--- config.mk ---
export PLATFORM = sky130hd
export DESIGN_NAME = syn_rst_seq
export DESIGN_NICKNAME = d
export VERILOG_FILES = /design/src/rtl/syn_rst_seq.sv
export SDC_FILE = /design/constraint.sdc
export NUM_CORES = 1
export LEC_CHECK = 0
export CAP_MARGIN = 20
export CORE_MARGIN = 8
export CORE_UTILIZATION = 41
export CTS_CLUSTER_SIZE = 20
export DETAILED_ROUTE_END_ITERATION = 6
export PLACE_DENSITY = 0.62
export RECOVER_POWER = 25
export SETUP_SLACK_MARGIN = 0.3
export SLEW_MARGIN = 0
export SYNTH_ARGS = -nofsm -noshare
export SYNTH_HDL_FRONTEND = slang
export SYNTH_SLANG_ARGS = --single-unit
--- constraint.sdc ---
create_clock -name clk_ir -period 6.3 [get_ports clk_ir]
set_clock_uncertainty 0.15 [all_clocks]
set_input_delay 0.63 -clock clk_ir [delete_from_list [all_inputs] [get_ports clk_ir]]
set_output_delay 0.63 -clock clk_ir [all_outputs]
set_load 0.02 [all_outputs]
--- src/rtl/syn_rst_seq.sv ---
// syn_rst_seq: PLL-lock-qualified reset sequencer; holds all domains in reset, then releases them one by one.
module syn_rst_seq #(
   parameter int NUM_DOMAINS    = 4,
   parameter int LOCK_DEBOUNCE  = 4,
   parameter int HOLD_CYCLES    = 16,
   parameter int STAGGER_CYCLES = 8,
   parameter int CNT_W          = 8
) (
   input  logic                   clk_ir,
   input  logic                   rst_sync_ir,
   input  logic                   pll_lock_ia,
   input  logic                   sw_rst_req_ir,
   output logic [NUM_DOMAINS-1:0] rst_sync_l_o,
   output logic                   rst_done_o,
   output logic [1:0]             fsm_state_o
);
   typedef enum logic [1:0] {WAIT_LOCK, HOLD, RELEASE, DONE} state_t;
   state_t state, state_nxt;
   logic [CNT_W-1:0] cnt, cnt_nxt;
   logic [NUM_DOMAINS-1:0] rst_l_nxt, shifted;
   logic lock_m, lock_s, abort, done_nxt;
   assign fsm_state_o = state;
   // released domains form a low-index prefix, so releasing the next one is a shift-in of a 1
   assign shifted = NUM_DOMAINS'({rst_sync_l_o, 1'b1});
   assign abort = sw_rst_req_ir | (~lock_s & (state != WAIT_LOCK));
   always_ff @(posedge clk_ir) begin
      if (rst_sync_ir) begin
         lock_m       <= 1'b0;
         lock_s       <= 1'b0;
         state        <= WAIT_LOCK;
         cnt          <= '0;
         rst_sync_l_o <= '0;
         rst_done_o   <= 1'b0;
      end else begin
         lock_m       <= pll_lock_ia;
         lock_s       <= lock_m;
         state        <= state_nxt;
         cnt          <= cnt_nxt;
         rst_sync_l_o <= rst_l_nxt;
         rst_done_o   <= done_nxt;
      end
   end
   always_comb begin
      state_nxt = state;
      cnt_nxt   = cnt + 1'b1;
      rst_l_nxt = rst_sync_l_o;
      done_nxt  = state == DONE;
      if (abort) begin
         state_nxt = WAIT_LOCK;
         cnt_nxt   = '0;
         rst_l_nxt = '0;
         done_nxt  = 1'b0;
      end else begin
         case (state)
            WAIT_LOCK: begin
               cnt_nxt = lock_s ? cnt + 1'b1 : '0;
               if (lock_s && cnt == CNT_W'(LOCK_DEBOUNCE - 1)) begin
                  state_nxt = HOLD;
                  cnt_nxt   = '0;
               end
            end
            HOLD: begin
               if (cnt == CNT_W'(HOLD_CYCLES - 1)) begin
                  rst_l_nxt = shifted;
                  state_nxt = shifted[NUM_DOMAINS-1] ? DONE : RELEASE;
                  cnt_nxt   = '0;
               end
            end
            RELEASE: begin
               if (cnt == CNT_W'(STAGGER_CYCLES - 1)) begin
                  rst_l_nxt = shifted;
                  state_nxt = shifted[NUM_DOMAINS-1] ? DONE : RELEASE;
                  cnt_nxt   = '0;
               end
            end
            default: cnt_nxt = cnt;
         endcase
      end
   end
endmodule

-- Word-level counts from Yosys, hierarchy flattened
Cells that the tools add are included.
Widths: inputs -> output; s select.
- add/subtract/negate cells: 1
- equal/unequal tests: 9
- reductions and logical operators: 8
- bitwise logic cells: 3
- mux-type cells: 13
- operator list (operator ; number):
    $mux 8 ; 4
    $pmux 8 s3 ; 1
    $add 8x1->8 const B ; 1
    $eq 8x2->1 const B ; 1
    $eq 8x3->1 const B ; 1
    $eq 8x4->1 const B ; 1
    $mux 4 ; 2
    $pmux 4 s2 ; 1
    $mux 2 ; 3
    $ne 2x2->1 const B ; 3
    $pmux 2 s3 ; 1
    $eq 2x2->1 const B ; 2
    $reduce_and 4->1 ; 1
    $reduce_bool 2->1 ; 2
    $reduce_and 3->1 ; 1
    $reduce_bool 3->1 ; 1
    $eq 2x1->1 const B ; 1
    $logic_not 2->1 ; 1
    $reduce_or 2->1 ; 1
    $and 1x1->1 ; 1
    $logic_and 1x1->1 ; 1
    $mux 1 ; 1
    $not 1->1 ; 1
    $or 1x1->1 ; 1
- word-level logic and storage cells: 40
- bits of input ports: 4
- output and inout port bits: 7
- bits in registers: 17

-- Logic depth before layout (Yosys ltp)
- depth after elaboration: 4
- gate-level depth with buffers: 7
- depth with buffers taken out: 6

-- Least setup slack after synthesis
Ideal clock, no wire load.
- path type: flip-flop to flip-flop
- start: register state[1] (netlist: fsm_state_o[1])
- end: register rst_sync_l_o[1]
- stages on the path, launching flop included: 7
- period minus slack after synthesis: 2.363 ns
- setup slack: 3.937 ns
- path buffers: 0
- arrival time: 2.076 ns
- setup time: 0.137 ns
- data required time: 6.013 ns
- cell sequence: dfxtp_1 > inv_1 > ha_1 > or3b_2 > a211oi_1 > mux2i_1 > nor2_1
- word-level cells in the longest chain between the ends: 4
- elaborated cells on any way between the ends: 11
- classes of those cells: 4 x eq/ne; 1 x mux; 2 x bitwise; 4 x reduce/logical
- ends and longest elaborated chain (item ; line ; text):
    start, declared ; 18 ; state_t state, state_nxt;
    start signal, assigned ; 37 ; state <= state_nxt;
    $reduce_bool 2->1 ; 25 ; assign abort = sw_rst_req_ir | (~lock_s & (state != WAIT_LOCK));
    $and 1x1->1 ; 25 ;
    $or 1x1->1 ; 25 ;
    $reduce_or 2->1 (no line) ; -- ;
    end signal, assigned ; 39 ; rst_sync_l_o <= rst_l_nxt;
    end, declared ; 13 ; output logic [NUM_DOMAINS-1:0] rst_sync_l_o,
Several ways; a longest one is shown, not always the timed one.
A chain may end at the register's enable or synchronous reset.

-- Final worst setup path
Same ends and word-level chain as after synthesis.

==> flow_summary.json <==
{
  "yosysSeqAreaShare_pct": 35.5,
  "ff2ff_setup_slack_ns": 3.86,
  "vias": 864,
  "r2r-start": "fsm_state_o[1]$_SDFFE_PP0P_",
  "synthMostInstantiatedCell": "dfxtp_1",
  "whs_path_depth": 1,
  "yosysWarnings": 0,
  "antenna_found_initial": 0,
  "grt_start_max_net_pins": 19,
  "via_per_inst": 5.76,
  "synth_top_area_cell": "dfxtp_1",
  "p_per_area_nw_per_um2": 159,
  "port_buffers": 10,
  "slew_violations": 0,
  "crit_fanout": 6,
  "critical_path_class": "flip-flop to flip-flop",
  "dieArea_sq_um": 4140,
  "critPathMaxStageDelay_ns": 0.62,
  "crit_required_ns": 6.31,
  "numCtsBuffers": 3,
  "avgSynthCellArea_sq_um": 8.42,
  "clk-insertion-delay-late_ns": 0.30,
  "ys_ff_latch": 17,
  "layout.cells.non_filler": 150,
  "drt-total-wl_mm": 2.04,
  "outcome": "completed",
  "synth_cells": 114,
  "io_pins": 11,
  "grt_pass1_vias": 820,
  "drive_above_1_share_pct": 5.74,
  "rr_worst_depth": 6,
  "die_h_microns": 64.4,
  "r2r-end": "rst_sync_l_o[1]$_SDFFE_PP0P_",
  "ctsHoldBuffers": 0,
  "initial_core_util_pct": 43.4,
  "synth_top_area_share_pct": 35.5,
  "critPathBufInv": 1,
  "power.leakage_nw": 0.411,
  "hold_start": "lock_m$_SDFF_PP0_",
  "cpLargestDelayFamily": "compound AO/OA/AOI/OAI gates",
  "fin_crit_sh_pct": 38.8,
  "hold_viol_final": 0,
  "tightest_slew_ns": 0.779,
  "cts_resized": 0,
  "grt_pass1_wl_mm": 3.57,
  "grt_usage_pct": 10.5,
  "seqCellArea_sq_um": 340,
  "max-vdd-ir-drop_uv": 135,
  "cpMaxStageDelayCell": "a211oi_1",
  "synth_ff_type": "dfxtp_1",
  "gp_congestion": 0.759,
  "syn_to_final_growth_pct": 14.2,
  "cap_violations": 0,
  "cts_tree": "done",
  "setup_viol_count_final": 0,
  "drcViolationCount": 0,
  "rsz0062_at_grt": "false",
  "async_reset_ff_share_pct": 0,
  "tns_ns": 0,
  "cts_setup_buffers": 0,
  "syn-cell-area_sq_um": 960,
  "fillCellCount": 222,
  "cp-start-kind": "flip-flop",
  "cp_cell_sequence": "inv_1, ha_1, or3b_2, a211oi_1, mux2i_1, nor2_1",
  "cp.arrival_ns": 2.46,
  "rows": 17,
  "synth_nets": 124,
  "multiInputGateArea_sq_um": 578,
  "hold-path-endpoint": "lock_s$_SDFF_PP0_",
  "pre_cts_ws_ns": 3.85,
  "nets": 133,
  "htree_num_levels": 1,
  "period_needed_ns": 2.44,
  "drt-wirelength-per-cell_microns": 13.6,
  "clock_sinks": 17,
  "yosysUniqueCellTypes": 35,
  "synthTopCellsByArea": "dfxtp_1 35%, ha_1 7.8%, nor2_1 4.7%",
  "synth_edf_count": 0,
  "dieWidth_microns": 64.4,
  "synth_common_cells": "17 x dfxtp_1, 12 x nor2_1, 11 x nand2_1",
  "placed_cells": 146,
  "clk_pin_slew_ns": 0.10,
  "drt-pass1-iter-count": 7,
  "dp_hpwl_mm": 1.50,
  "cts-root-buf": "clkbuf_4",
  "hold_class": "flip-flop to flip-flop",
  "n_antenna_cell": 0,
  "setup.worst_path.end_class": "flip-flop",
  "drtIter0Drc": 21,
  "final_antenna_net_count": 0,
  "fmax_mhz": 409,
  "overflow": 0,
  "max-slew-margin-rel_pct": 47.7,
  "design.core.area_sq_um": 2210,
  "fin_ws_ns": 3.86,
  "clockBufferDepth": 2
}
[layout make-up]
| class | instances | share of cell area (%) |
|---|---|---|
| Tap cell | 28 | 3.20 |
| Timing Repair Buffer | 10 | 9.13 |
| Multi-Input combinational cell | 87 | 52.7 |
| Sequential cell | 17 | 31.1 |
| Inverter | 4 | 1.37 |
| Clock buffer | 3 | 2.05 |
| Clock inverter | 1 | 0.457 |
[state kept, by name, summed over array words and instances (netlist names)]
| signal | cells |
|---|---|
| cnt | 8 |
| rst_sync_l_o | 4 |
| fsm_state_o | 2 |
| lock_m | 1 |
| lock_s | 1 |
| rst_done_o | 1 |
[routing by layer]
metal,part of all wire [%],track usage (%),vias to the layer above
met4,2.1,5.99,0
met3,3.7,2.96,5
met2,46,17.5,13
li1,-,-,438
met1,48,11.7,408
met5,0,0,-
[cell usage in the layout (no fill, tap or decap), drive strengths merged, types with 3 or more instances in the layout]
master / Yosys / final
nor2: 12 / 12
mux2i: 4 / 4
nand4b: 3 / 3
clkbuf: 3 / 3
dlygate4sd3: 0 / 4
a31oi: 3 / 3
inv: 4 / 4
nand4: 6 / 6
o21ai: 3 / 3
dfxtp: 17 / 17
nor2b: 3 / 3
nand3: 5 / 5
nand2: 11 / 11
ha: 6 / 6
clkdlybuf4s50: 0 / 6
a21oi: 4 / 4
nor3: 3 / 3
[power breakdown]
group	total [mW]	switching, mW	internal, mW
registers	0.109	0.000496	0.108
clock network	0.0594	0.0357	0.0237
logic	0.00668	0.00367	0.00300
[metrics by stage]
step / util [%] / area (sq um) / total power, mW / hold WS, ns
after detailed placement: 48.3 / 1070 / 0.118 / 0.279
after CTS: 49.5 / 1100 / 0.176 / 0.305
final: 49.5 / 1100 / 0.175 / 0.297
after global routing: 49.5 / 1100 / 0.182 / 0.323
after floorplan: - / 960 / 0.114 / 0.264
after global placement: 48.3 / 1070 / 0.118 / 0.269
[worst max path at each step]
stage	from	to	slack (ns)	depth (start not counted)
6_report	fsm_state_o[1]$_SDFFE_PP0P_	rst_sync_l_o[1]$_SDFFE_PP0P_	3.86	6
5_1_grt	fsm_state_o[1]$_SDFFE_PP0P_	rst_sync_l_o[1]$_SDFFE_PP0P_	3.71	6
4_1_cts	fsm_state_o[1]$_SDFFE_PP0P_	rst_sync_l_o[1]$_SDFFE_PP0P_	3.81	6
3_5_place_dp	fsm_state_o[1]$_SDFFE_PP0P_	rst_sync_l_o[1]$_SDFFE_PP0P_	3.85	6
3_3_place_gp	fsm_state_o[1]$_SDFFE_PP0P_	rst_sync_l_o[3]$_SDFFE_PP0P_	3.89	6
2_1_floorplan	fsm_state_o[1]$_SDFFE_PP0P_	rst_sync_l_o[1]$_SDFFE_PP0P_	3.94	6
[cells by family after synthesis]
family	share of synthesized area (%)
compound gates	12.6
fa+ha+maj	7.82
xor+xnor	1.83
flops	35.5
buf+inv	4.30
simple gates	32.6
mux	5.35
Note: power is estimated with default switching activity, not from simulation.
